[src/rtl/irrigation_sequencer.sv]
// irrigation_sequencer
// Registered sequencer for the irrigation actuators. Spray (Bs) and drip (Vs)
// share one water source: they are round-robin arbitrated, held for a minimum
// on-time, pre-empted after a maximum on-time when the other side waits, and
// separated by a break-before-make dead time. The inlet valve (Ve) runs
// independently under a fill-timeout watchdog with a sticky fault.

module irrigation_sequencer #(
    parameter int unsigned MIN_ON       = 8,
    parameter int unsigned MAX_ON       = 64,
    parameter int unsigned DEAD         = 4,
    parameter int unsigned FILL_TIMEOUT = 1000,
    parameter int unsigned CNT_W        = 16
) (
    input  logic       clock,
    input  logic       reset,
    input  logic       req_spray,
    input  logic       req_drip,
    input  logic       req_fill,
    input  logic       error,
    input  logic       fault_clr,
    output logic       Bs,
    output logic       Vs,
    output logic       Ve,
    output logic       busy,
    output logic       fill_fault,
    output logic [1:0] state
);

    typedef enum logic [1:0] {
        S_IDLE  = 2'd0,
        S_SPRAY = 2'd1,
        S_DRIP  = 2'd2,
        S_DEAD  = 2'd3
    } state_e;

    localparam logic [CNT_W-1:0] ONE_C       = CNT_W'(1);
    localparam logic [CNT_W-1:0] MIN_ON_C    = CNT_W'(MIN_ON);
    localparam logic [CNT_W-1:0] MAX_ON_C    = CNT_W'(MAX_ON);
    localparam logic [CNT_W-1:0] DEAD_C      = CNT_W'(DEAD);
    localparam logic [CNT_W-1:0] FILL_LAST_C = CNT_W'(FILL_TIMEOUT - 1);

    // Arbitration / hold state
    state_e           state_q,     state_d;
    logic [CNT_W-1:0] on_cnt_q,    on_cnt_d;
    logic [CNT_W-1:0] dead_cnt_q,  dead_cnt_d;
    logic             last_drip_q, last_drip_d;   // 1: drip was served most recently

    // Registered actuator drives
    logic             bs_q, bs_d;
    logic             vs_q, vs_d;

    // Inlet valve watchdog
    logic             ve_q,         ve_d;
    logic [CNT_W-1:0] fill_cnt_q,   fill_cnt_d;
    logic             fill_fault_q, fill_fault_d;
    logic             fill_timeout;

    // Grant-release helpers for the active owner
    logic             own_req;
    logic             other_req;
    logic             min_met;
    logic             max_met;
    logic             grant_release;

    // Pick up the active owner's own/other requests and the hold thresholds
    always_comb begin
        own_req   = 1'b0;
        other_req = 1'b0;
        if (state_q == S_SPRAY) begin
            own_req   = req_spray;
            other_req = req_drip;
        end else if (state_q == S_DRIP) begin
            own_req   = req_drip;
            other_req = req_spray;
        end
        min_met       = (on_cnt_q >= MIN_ON_C);
        max_met       = (on_cnt_q >= MAX_ON_C);
        // error ends a grant immediately; otherwise the minimum on-time must elapse
        // before a dropped request releases, and the maximum on-time yields to a waiter
        grant_release = error | (~own_req & min_met) | (other_req & max_met);
    end

    // Next-state logic for the spray/drip sequencer
    always_comb begin
        state_d     = state_q;
        on_cnt_d    = on_cnt_q;
        dead_cnt_d  = dead_cnt_q;
        last_drip_d = last_drip_q;

        unique case (state_q)
            S_IDLE: begin
                on_cnt_d   = '0;
                dead_cnt_d = '0;
                if (!error) begin
                    // A tie goes to whichever side was not served last
                    if (req_spray && (!req_drip || last_drip_q)) begin
                        state_d     = S_SPRAY;
                        on_cnt_d    = ONE_C;
                        last_drip_d = 1'b0;
                    end else if (req_drip) begin
                        state_d     = S_DRIP;
                        on_cnt_d    = ONE_C;
                        last_drip_d = 1'b1;
                    end
                end
            end

            S_SPRAY, S_DRIP: begin
                if (grant_release) begin
                    state_d    = S_DEAD;
                    on_cnt_d   = '0;
                    dead_cnt_d = ONE_C;
                end else if (on_cnt_q < MAX_ON_C) begin
                    on_cnt_d = on_cnt_q + ONE_C;
                end
            end

            S_DEAD: begin
                // Dead time counts its own cycles; error has nothing further to do here
                if (dead_cnt_q >= DEAD_C) begin
                    state_d    = S_IDLE;
                    dead_cnt_d = '0;
                end else begin
                    dead_cnt_d = dead_cnt_q + ONE_C;
                end
            end

            default: begin
                state_d    = S_IDLE;
                on_cnt_d   = '0;
                dead_cnt_d = '0;
            end
        endcase
    end

    // Actuator drives follow the next state so Bs/Vs are registered with the state
    always_comb begin
        bs_d = (state_d == S_SPRAY);
        vs_d = (state_d == S_DRIP);
    end

    // Inlet valve drive, fill counter and sticky timeout fault
    always_comb begin
        fill_timeout = ve_q && (fill_cnt_q == FILL_LAST_C);

        // A clear in the timeout cycle wins: fault stays low and the valve keeps running
        if (fault_clr) begin
            fill_fault_d = 1'b0;
        end else begin
            fill_fault_d = fill_fault_q | fill_timeout;
        end

        ve_d = req_fill & ~error & (fault_clr | (~fill_fault_q & ~fill_timeout));

        if (fault_clr || !ve_q || fill_timeout) begin
            fill_cnt_d = '0;
        end else begin
            fill_cnt_d = fill_cnt_q + ONE_C;
        end
    end

    // State and output registers, cleared asynchronously
    always_ff @(posedge clock or posedge reset) begin
        if (reset) begin
            state_q      <= S_IDLE;
            on_cnt_q     <= '0;
            dead_cnt_q   <= '0;
            last_drip_q  <= 1'b1;
            bs_q         <= 1'b0;
            vs_q         <= 1'b0;
            ve_q         <= 1'b0;
            fill_cnt_q   <= '0;
            fill_fault_q <= 1'b0;
        end else begin
            state_q      <= state_d;
            on_cnt_q     <= on_cnt_d;
            dead_cnt_q   <= dead_cnt_d;
            last_drip_q  <= last_drip_d;
            bs_q         <= bs_d;
            vs_q         <= vs_d;
            ve_q         <= ve_d;
            fill_cnt_q   <= fill_cnt_d;
            fill_fault_q <= fill_fault_d;
        end
    end

    assign Bs         = bs_q;
    assign Vs         = vs_q;
    assign Ve         = ve_q;
    assign fill_fault = fill_fault_q;
    assign busy       = (state_q != S_IDLE);
    assign state      = state_q;

endmodule

[config.mk]
export PLATFORM = sky130hd
export DESIGN_NAME = irrigation_sequencer
export DESIGN_NICKNAME = d
export VERILOG_FILES = /design/src/rtl/irrigation_sequencer.sv
export SDC_FILE = /design/constraint.sdc
export NUM_CORES = 1
export LEC_CHECK = 0
export BUFFER_PORTS_ARGS = -buffer_cell sky130_fd_sc_hd__buf_2
export CAP_MARGIN = 10
export CORE_MARGIN = 2
export CORE_UTILIZATION = 50
export DETAILED_ROUTE_END_ITERATION = 10
export PLACE_DENSITY = 0.67
export REMOVE_ABC_BUFFERS = 1
export SETUP_SLACK_MARGIN = 0.02
export SLEW_MARGIN = 20
export SYNTH_ARGS = -nofsm -noshare
export SYNTH_HDL_FRONTEND = slang
export SYNTH_SLANG_ARGS = --single-unit
[constraint.sdc]
create_clock -name clock -period 4.75 [get_ports clock]
set_input_delay 0 -clock clock [delete_from_list [all_inputs] [get_ports clock]]
set_output_delay 0 -clock clock [all_outputs]
set_load 0.03 [all_outputs]
==> impl_metrics.env, run 1 <==
export IMPL_worstReg2RegStart="fill_cnt_q[3]"
export IMPL_rr_endpoint="Ve"
export IMPL_antenna_found_initial=0
export IMPL_wl_mm=5.021
export IMPL_htreeDepth=2
export IMPL_yosysUniqueCellTypes=46
export IMPL_syn_inst=267
export IMPL_avgSynthCellArea_sq_um=10.13
export IMPL_grt_pass1_wl_mm=8.935
export IMPL_worstSetupPathType="reg2reg"
export IMPL_rows=26
export IMPL_synth_mux_area_fraction_pct=0
export IMPL_die_w_microns=77.54
export IMPL_p_leak_nw=1.368
export IMPL_cp_depth=6
export IMPL_timing_final_crit_share_pct=49.80
export IMPL_tightest_slew_ns=0.7912
export IMPL_critPathCaptureType="register"
export IMPL_grt_ovfl_total=0
export IMPL_final_cell_area_sq_um=2997
export IMPL_rsz0062_at_grt="no"
export IMPL_grt_use_total_pct=18.70
export IMPL_p_per_area_nw_per_um2=422.8
export IMPL_start_util_pct=52.27
export IMPL_drtIter0Drc=119
export IMPL_final_max_slew_violation_count=0
export IMPL_clockRootBuffer="clkbuf_8"
export IMPL_synth_compound_area_share_pct=11.89
export IMPL_clockBufferDepth=2
export IMPL_synth_xor_xnor_area_share_pct=5.507
export IMPL_worstHoldPathCells=3
export IMPL_finalSetupTns_ns=0
export IMPL_viasPerCell=5.439
export IMPL_vdd_ir_drop_worst_mv=0.2908
export IMPL_status="completed"
export IMPL_dp_hpwl_mm=3.477
export IMPL_syn2layout_area_growth_pct=10.83
export IMPL_route_detailed_drc=0
export IMPL_coreArea_sq_um=5172
export IMPL_arrival_ns=2.56
export IMPL_io_buffers=13
export IMPL_hold_violations=0
export IMPL_diodes=0
export IMPL_worst_setup_path_start_kind="register"
export IMPL_timing_critical_path_buf_inv=1
export IMPL_tritoncts="yes"
export IMPL_period_needed_ns=2.365
export IMPL_drv_cap=0
export IMPL_ys_top_cells_by_area="dfrtp_1 50%, nor2_1 6.0%, ha_1 4.6%"
export IMPL_first_global_vias=1934
export IMPL_layout_cells_most_common="dfrtp_1"
export IMPL_setup_slack_ns=2.385
export IMPL_place_worst_setup_slack_ns=2.551
export IMPL_mostFrequentLayoutCells="54 x dfrtp_1, 43 x nor2_1, 15 x inv_1"
export IMPL_clk_pin_slew_ns=0.10
export IMPL_setup_viol=0
export IMPL_holdCritPathClass="in2reg"
export IMPL_startpoint="fill_cnt_q[3]"
export IMPL_drive_above_1_share_pct=11.03
export IMPL_vias=1958
export IMPL_crit_family="simple AND/OR/NAND/NOR gates"
export IMPL_cts_buffers=5
export IMPL_rr_worst_depth=6
export IMPL_gp_congestion=0.7712
export IMPL_async_flop_share_pct=100.0
export IMPL_grt_max_degree=56
export IMPL_nNetsFinal=306
export IMPL_clock_skew_ns=0.008717
export IMPL_synth_edf_count=0
export IMPL_yosys_warnings=0
export IMPL_post_drt_wl_per_cell_microns=13.95
export IMPL_worstSetupEndpoint="Ve"
export IMPL_synth_area_sq_um=2704
export IMPL_fmax_ghz=0.4228
export IMPL_synthFlopType="dfrtp_1"
export IMPL_cpPeakStageDelay_ns=0.68
export IMPL_clk_latency_ns=0.31
export IMPL_reg2reg_slack_ns=2.38
export IMPL_cts_sinks=55
export IMPL_dieArea_sq_um=6012
export IMPL_ys_seq_elements=55
export IMPL_crit_path_top_delay_cell="or4b_2"
export IMPL_crit_required_ns=4.95
export IMPL_cts_setup_buffers=0
export IMPL_dr_pass1_iters=4
export IMPL_cp_cell_sequence="or4b_2 > nor3_1 > nand4_1 > a21oi_1 > nor3b_1 > dlygate4sd3_1"
export IMPL_timing_slew_headroom_pct=45.89
export IMPL_io_pins=14
export IMPL_synth_top_area_share_pct=49.98
export IMPL_synthAdderAreaFrac_pct=4.627
export IMPL_seq_area_frac_synth_pct=50.95
export IMPL_placed_area_sq_um=2840
export IMPL_synth_simple_area_share_pct=23.65
export IMPL_synth_top_family_by_area="simple AND/OR/NAND/NOR gates"
export IMPL_ant_nets=0
export IMPL_cp_max_fo=4
export IMPL_die_h_microns=77.54
export IMPL_yosysTopAreaCell="dfrtp_1"
-- state kept, by name (all words and copies together) (netlist names) --
name / count
Bs: 1
Ve: 1
Vs: 1
dead_cnt_q: 16
fill_cnt_q: 16
fill_fault: 1
last_drip_q: 1
on_cnt_q: 16
state: 2
-- stage by stage --
step	instances	hold slack (ns)	power, W	utilization, %
CTS	360	0.06388	0.001285	57.93
floorplan	263	0.07028	0.0008532	-
finish	360	0.08624	0.001267	57.93
global placement	348	0.1791	0.0009575	54.91
detailed placement	348	0.1870	0.0009579	54.91
global route	360	0.09244	0.001362	57.93
-- worst min-delay path by stage --
stage,startpoint,end,slack (ns)
6_report,req_spray,last_drip_q,0.09
5_1_grt,req_spray,last_drip_q,0.09
4_1_cts,req_spray,last_drip_q,0.06
3_5_place_dp,fault_clr,fill_fault,0.19
3_3_place_gp,fault_clr,fill_fault,0.18
2_1_floorplan,error,Ve,0.07
-- layout make-up --
type	instances	area, sq um
fillers	444	2176
flip-flops and latches	55	1378
multi-input cells	192	1235
repair buffers	19	120.1
well taps	70	87.58
clock buffers	5	68.82
inverters	16	60.06
clock inverters	3	47.55
-- routing by layer --
| metal | GRT usage (%) | wire length (microns) | up-vias |
|---|---|---|---|
| met4 | 7.321 | 62 | 0 |
| met3 | 4.302 | 141 | 6 |
| met5 | 0 | 0 | - |
| li1 | - | - | 983 |
| met2 | 27.74 | 2232 | 25 |
| met1 | 26.67 | 2585 | 944 |
-- report_power, final --
group / total, W / switching (W) / internal [W]
Combinational: 0.000408 / 0.000272 / 0.000136
Sequential: 0.000542 / 0.0000345 / 0.000507
Clock: 0.000318 / 0.000158 / 0.000160
Total: 0.00127 / 0.000464 / 0.000803
-- cell families (layout without fill, tap and decap cells) --
logic type	after synthesis	count (layout)
simple gates	119	119
fa+ha+maj	10	10
buf+inv	20	43
compound gates	46	46
flops	55	55
xor+xnor	17	17
-- cells in the mapped netlist (all sizes together) (5+ instances only) --
master,instances
dfrtp,54
a31oi,11
nand2,8
nor2,43
ha,10
nor2b,13
xnor2,9
nand3,7
xor2,8
a21oi,12
nand4,7
nor3,7
nor4,5
inv,16
o21ai,5
and3,11
-- worst min-delay path: cells and delay by family --
kind / cells / cell delay [ns]
compound gates: 1 / 0.10
buf+inv: 1 / 0.13
simple gates: 1 / 0.17
-- timing repair --
item                                    4_1_cts  5_1_grt
endpoints found under the setup margin        0        0
gates resized for setup                       0        0
hold buffers                                  4        0
endpoints found under the hold margin        56        0
No activity file was read; power rests on OpenSTA's default activity.
==> inputs of run 2 (changes only) <==
ABC_AREA = 1   (was default)
clock period = 2.35 ns   (was 4.75 ns; I/O delays follow)
==> run 2 against run 1 <==
Sequential power grew 99%; worst setup slack lost 2.0 ns; worst hold slack lost 0.024 ns; total power grew 110%; utilization grew 0.72 points; area after synthesis grew 1.4%; largest cell class unchanged; largest power group unchanged; highest routed layer unchanged.
==> impl_metrics.env, run 2 <==
export IMPL_p_per_area_nw_per_um2=862.8
export IMPL_period_needed_ns=1.970
export IMPL_synth_mux_area_fraction_pct=0
export IMPL_timing_final_crit_share_pct=83.83
export IMPL_first_global_vias=1937
export IMPL_final_cells=407
export IMPL_synth_top_cells_by_count="57 x nor2_1, 56 x inv_1, 54 x dfrtp_1"
export IMPL_synthFlopType="dfrtp_1"
export IMPL_reg2reg_slack_ns=0.38
export IMPL_tightest_slew_ns=0.5966
export IMPL_hold_violations=0
export IMPL_synth_edf_count=0
export IMPL_syn_inst=311
export IMPL_hp_start="error"
export IMPL_rr_endpoint="on_cnt_q[14]"
export IMPL_post_drt_wl_per_cell_microns=11.19
export IMPL_arrival_ns=2.17
export IMPL_grt_ovfl_total=0
export IMPL_setup_viol=0
export IMPL_tritoncts="yes"
export IMPL_cp_max_fo=8
export IMPL_drtIter0Drc=139
export IMPL_timing_slew_headroom_pct=60.11
export IMPL_antenna_found_initial=0
export IMPL_yosysTopAreaCell="dfrtp_1"
export IMPL_viasPerCell=4.840
export IMPL_drv_cap=0
export IMPL_diodes=0
export IMPL_dp_cells=396
export IMPL_avgSynthCellArea_sq_um=8.815
export IMPL_clockBufferDepth=2
export IMPL_synth_compound_area_share_pct=4.747
export IMPL_clk_pin_slew_ns=0.10
export IMPL_vdd_ir_drop_worst_mv=0.5760
export IMPL_cts_sinks=55
export IMPL_io_pins=14
export IMPL_grt_pass1_wl_mm=8.355
export IMPL_gp_congestion=0.8663
export IMPL_yosys_warnings=0
export IMPL_dieArea_sq_um=6091
export IMPL_synth_simple_area_share_pct=28.75
export IMPL_die_h_microns=78.05
export IMPL_placed_area_sq_um=2905
export IMPL_rr_worst_depth=10
export IMPL_worstReg2RegStart="state[1]"
export IMPL_mostFrequentLayoutCells="57 x nor2_1, 55 x inv_1, 54 x dfrtp_1"
export IMPL_cts_buffers=5
export IMPL_start_util_pct=52.67
export IMPL_holdCritPathClass="in2reg"
export IMPL_ys_seq_elements=55
export IMPL_clk_latency_ns=0.30
export IMPL_syn2layout_area_growth_pct=11.36
export IMPL_htreeDepth=2
export IMPL_coreArea_sq_um=5205
export IMPL_synth_most_common_cell="nor2_1"
export IMPL_nNetsFinal=353
export IMPL_dp_hpwl_mm=3.449
export IMPL_utilization_pct=58.65
export IMPL_route_detailed_drc=0
export IMPL_worstSetupEndpoint="on_cnt_q[14]"
export IMPL_wl_mm=4.556
export IMPL_synthAdderAreaFrac_pct=4.564
export IMPL_worstSetupPathType="reg2reg"
export IMPL_yosysUniqueCellTypes=31
export IMPL_worst_setup_path_start_kind="register"
export IMPL_clock_skew_ns=0.006691
export IMPL_synth_top_family_by_area="simple AND/OR/NAND/NOR gates"
export IMPL_synth_top_area_share_pct=49.29
export IMPL_grt_use_total_pct=17.07
export IMPL_seq_area_frac_synth_pct=50.25
export IMPL_final_cell_area_sq_um=3053
export IMPL_grt_max_degree=30
export IMPL_drive_above_1_share_pct=14.54
export IMPL_ys_top_cells_by_area="dfrtp_1 49%, nor2_1 7.8%, inv_1 7.7%"
export IMPL_clockRootBuffer="clkbuf_8"
export IMPL_vias=1970
export IMPL_fmax_ghz=0.5076
export IMPL_startpoint="state[1]"
export IMPL_rsz0062_at_grt="no"
export IMPL_die_w_microns=78.05
export IMPL_reg_top3="dead_cnt_q (16), fill_cnt_q (16), on_cnt_q (16)"
export IMPL_dr_pass1_iters=4
export IMPL_critPathCaptureType="register"
export IMPL_rows=26
export IMPL_p_leak_nw=1.407
export IMPL_status="completed"
export IMPL_ant_nets=0
export IMPL_synth_xor_xnor_area_share_pct=2.875
export IMPL_layout_cells_most_common="nor2_1"
export IMPL_async_flop_share_pct=100.0
export IMPL_finalSetupTns_ns=0
export IMPL_io_buffers=13
export IMPL_synth_area_sq_um=2741
export IMPL_crit_required_ns=2.55
export IMPL_final_max_slew_violation_count=0
-- run 2: cell types whose count changed after synthesis, moves of 3 or more --
cell / previous run / this run
nor2b_1: 13 / 0
a31oi_1: 11 / 2
nand4_1: 7 / 11
inv_1: 16 / 56
a221o_1: 3 / 0
and2_1: 4 / 0
nand2_1: 8 / 45
nor2_2: 0 / 4
nor2_1: 43 / 57
nor2_4: 0 / 11
xnor2_1: 9 / 1
and3_1: 11 / 0
nor3b_1: 1 / 4
-- run 2: routing by layer --
metal / up-vias / GRT usage (%) / share of wire (%)
met5: - / 0 / 0
met4: 0 / 4.211 / 1.1
met3: 7 / 3.793 / 2.8
met2: 29 / 27.59 / 46
met1: 919 / 23.61 / 50
li1: 1015 / - / -
-- run 2: metrics by stage --
step / setup WS (ns) / hold WS (ns) / total power, W
detailed placement: 0.3914 / 0.08763 / 0.002023
finish: 0.3799 / 0.06222 / 0.002634
floorplan: 0.1544 / 0.07463 / 0.001780
global route: 0.2239 / 0.06760 / 0.002829
CTS: 0.3628 / 0.05248 / 0.002669
global placement: 0.4983 / 0.09118 / 0.002009
-- run 2: cells by family (layout without fill, tap and decap cells) --
group,count (synthesis),in the layout
AO/OA/AOI/OAI,22,22
adder cells (fa/ha/maj),10,10
flip-flops,55,55
XOR/XNOR,9,9
AND/OR/NAND/NOR,155,155
buffers and inverters,60,86
-- run 2: layout make-up --
cell class	instances	area, sq um
well taps	70	87.58
fillers	504	2152
flip-flops and latches	55	1378
clock inverters	2	35.03
clock buffers	6	82.58
multi-input cells	196	1122
repair buffers	21	132.6
inverters	57	215.2
-- run 2: repair_timing --
action / CTS / global route
endpoints found under the hold margin: 56 / 0
buffers inserted: 0 / 0
hold buffers: 3 / 0
resized for setup: 0 / 0
-- run 2: power breakdown --
group,internal [W],switching (W)
clock network,0.000345,0.000291
logic,0.000290,0.000629
registers,0.00102,0.0000572
-- run 2: worst min path at each step --
| stage | end | slack (ns) | cells past startpoint |
|---|---|---|---|
| final | Ve | 0.06 | 4 |
| after global routing | Ve | 0.07 | 4 |
| after CTS | Ve | 0.05 | 4 |
| after detailed placement | fill_fault | 0.09 | 3 |
| after global placement | Ve | 0.09 | 3 |
| after floorplan | fill_fault | 0.07 | 1 |
-- run 2: worst max-delay path: stages, from the launching register on --
cell	delay (ns)
dfrtp_1	0.44
inv_1	0.14
ha_1	0.18
inv_1	0.07
o21ai_0	0.16
nand2_1	0.13
nand4_4	0.09
clkinv_2	0.10
nor2_4	0.27
buf_4	0.24
nor2_4	0.04
==> inputs of run 3 (changes only) <==
clock period = 1.9 ns   (was 2.35 ns; I/O delays follow)
==> run 3 against run 2 <==
Non-clock buffer count did not move; cell count is the same; largest cell class unchanged; clock skew increased by 0.0024 ns.
==> impl_metrics.env, run 3 (same netlist as run 2, synthesis figures left out) <==
export IMPL_status="completed"
export IMPL_pwr_share_clk_pct=19.4
export IMPL_ant_nets=0
export IMPL_htreeDepth=2
export IMPL_final_cell_area_sq_um=3052
export IMPL_period_needed_ns=1.750
export IMPL_timing_final_crit_share_pct=92.12
export IMPL_clock_skew_ns=0.009077
export IMPL_crit_required_ns=2.09
export IMPL_die_w_microns=78.05
export IMPL_diodes=0
export IMPL_worst_setup_path_start_kind="register"
export IMPL_cts_buffers=5
export IMPL_holdCritPathClass="in2reg"
export IMPL_coreArea_sq_um=5205
export IMPL_fin_hold_ws_ns=0.05738
export IMPL_io_buffers=13
export IMPL_clockRootBuffer="clkbuf_8"
export IMPL_rows=26
export IMPL_drtIter0Drc=93
export IMPL_reg_top3="dead_cnt_q (16), fill_cnt_q (16), on_cnt_q (16)"
export IMPL_vias=1967
export IMPL_p_int_w=0.001921
export IMPL_final_max_slew_violation_count=0
export IMPL_cts_setup_buffers=0
export IMPL_post_drt_wl_per_cell_microns=11.45
export IMPL_rr_worst_depth=10
export IMPL_combPwrFrac_pct=38.2
export IMPL_clockBufferDepth=2
export IMPL_grt_use_total_pct=16.72
export IMPL_mostFrequentLayoutCells="57 x nor2_1, 54 x inv_1, 53 x dfrtp_1"
export IMPL_hp_start="error"
export IMPL_setup_viol=0
export IMPL_p_leak_nw=1.402
export IMPL_grt_ovfl_total=0
export IMPL_io_pins=14
export IMPL_tightest_slew_ns=0.3690
export IMPL_worstSetupPathType="reg2reg"
export IMPL_netSwitchingPower_w=0.001223
export IMPL_vdd_ir_drop_worst_mv=0.6902
export IMPL_syn2layout_area_growth_pct=11.32
export IMPL_place_worst_setup_slack_ns=0.01749
export IMPL_start_util_pct=52.67
export IMPL_rr_endpoint="on_cnt_q[6]"
export IMPL_cts_sinks=55
export IMPL_hold_violations=0
export IMPL_cpPeakStageDelay_ns=0.39
export IMPL_layout_cells_most_common="nor2_1"
export IMPL_cp_cell_sequence="inv_1 > ha_1 > inv_1 > o21ai_0 > nand2_1 > nand4_4 > clkinv_2 > nor2_4 > buf_12 > a21oi_1"
export IMPL_viasPerCell=4.833
export IMPL_worstReg2RegStart="state[1]"
export IMPL_crit_path_top_delay_cell="dfrtp_1"
export IMPL_route_detailed_drc=0
export IMPL_tritoncts="yes"
export IMPL_worstHoldPathCells=4
export IMPL_die_h_microns=78.05
export IMPL_crit_top_cell="inv_1"
export IMPL_dr_pass1_iters=6
export IMPL_final_cells=407
export IMPL_seqPwrFrac_pct=42.4
export IMPL_timing_slew_headroom_pct=75.17
export IMPL_timing_critical_path_buf_inv=4
export IMPL_antenna_found_initial=0
export IMPL_fmax_ghz=0.5713
export IMPL_setup_slack_ns=0.1497
export IMPL_crit_family="buffers and inverters"
export IMPL_dp_cells=396
export IMPL_switching_share_pct=38.91
export IMPL_cp_max_fo=13
export IMPL_grt_max_degree=56
export IMPL_first_global_vias=1854
export IMPL_n_fill_cell=491
export IMPL_rsz0062_at_grt="no"
export IMPL_wl_mm=4.662
export IMPL_whs_endpoint="Ve"
export IMPL_final_seq_area_sq_um=1379
export IMPL_arrival_ns=1.94
export IMPL_clk_pin_slew_ns=0.09
export IMPL_grt_pass1_wl_mm=8.142
export IMPL_p_per_area_nw_per_um2=1030
export IMPL_critPathCaptureType="register"
export IMPL_reg2reg_slack_ns=0.15
export IMPL_dp_hpwl_mm=3.405
export IMPL_gp_congestion=0.8701
export IMPL_placed_area_sq_um=2930
export IMPL_dieArea_sq_um=6091
export IMPL_clk_latency_ns=0.30
export IMPL_drive_above_1_share_pct=15.73
export IMPL_multi_input_area_sq_um=1129
export IMPL_nNetsFinal=353
export IMPL_finalSetupTns_ns=0
export IMPL_drv_cap=0
-- run 3: worst reg2reg max path: cells and delay by family, from the launching register on --
family / cells / cell delay (ns)
buffers and inverters: 4 / 0.48
flip-flops: 1 / 0.39
AND/OR/NAND/NOR: 3 / 0.34
AO/OA/AOI/OAI: 2 / 0.25
adder cells (fa/ha/maj): 1 / 0.19
-- run 3: per-stage QoR --
stage          total power, W  utilization [%]
3_3_place_gp         0.002538            56.30
3_5_place_dp         0.002549            56.30
5_1_grt              0.003372            58.63
2_1_floorplan        0.002201                -
4_1_cts              0.003187            58.53
6_report             0.003144            58.63
-- run 3: layout make-up --
class / count / area share, %
Timing Repair Buffer: 21 / 5.166
Inverter: 57 / 7.052
Clock buffer: 5 / 2.255
Multi-Input combinational cell: 196 / 36.98
Clock inverter: 3 / 0.4920
Tap cell: 70 / 2.870
Sequential cell: 55 / 45.18
-- run 3: what timing repair did --
item,4_1_cts,5_1_grt
gates resized for setup,1,3
pin swaps,0,1
endpoints found under the setup margin,1,19
endpoints found under the hold margin,56,0
hold buffers,3,0
-- run 3: how the worst max path moves through the flow --
stage / start / depth (start not counted) / slack (ns) / endpoint
detailed placement: state[0] / 8 / 0.02 / on_cnt_q[4]
global placement: state[0] / 8 / 0.13 / on_cnt_q[4]
CTS: state[0] / 8 / 0.03 / on_cnt_q[4]
global route: state[1] / 10 / 0.02 / on_cnt_q[0]
finish: state[1] / 10 / 0.15 / on_cnt_q[6]
floorplan: state[1] / 9 / -0.30 / on_cnt_q[3]
-- run 3: per-layer routing --
layer	vias to the layer above	GRT usage, %	share of wire, %
met2	40	26.90	45
met1	911	23.69	50
li1	1011	-	-
met5	-	0	0
met4	0	4.211	1.1
met3	5	3.103	3.4
-- run 3: power by group through the flow --
stage                     sequential (W)  combinational [W]  clock [W]
after global placement           0.00135            0.00119          0
after detailed placement         0.00135            0.00119          0
after CTS                        0.00133            0.00121   0.000643
after floorplan                  0.00141           0.000794          0
after global routing             0.00135            0.00134   0.000685
final                            0.00133            0.00120   0.000611
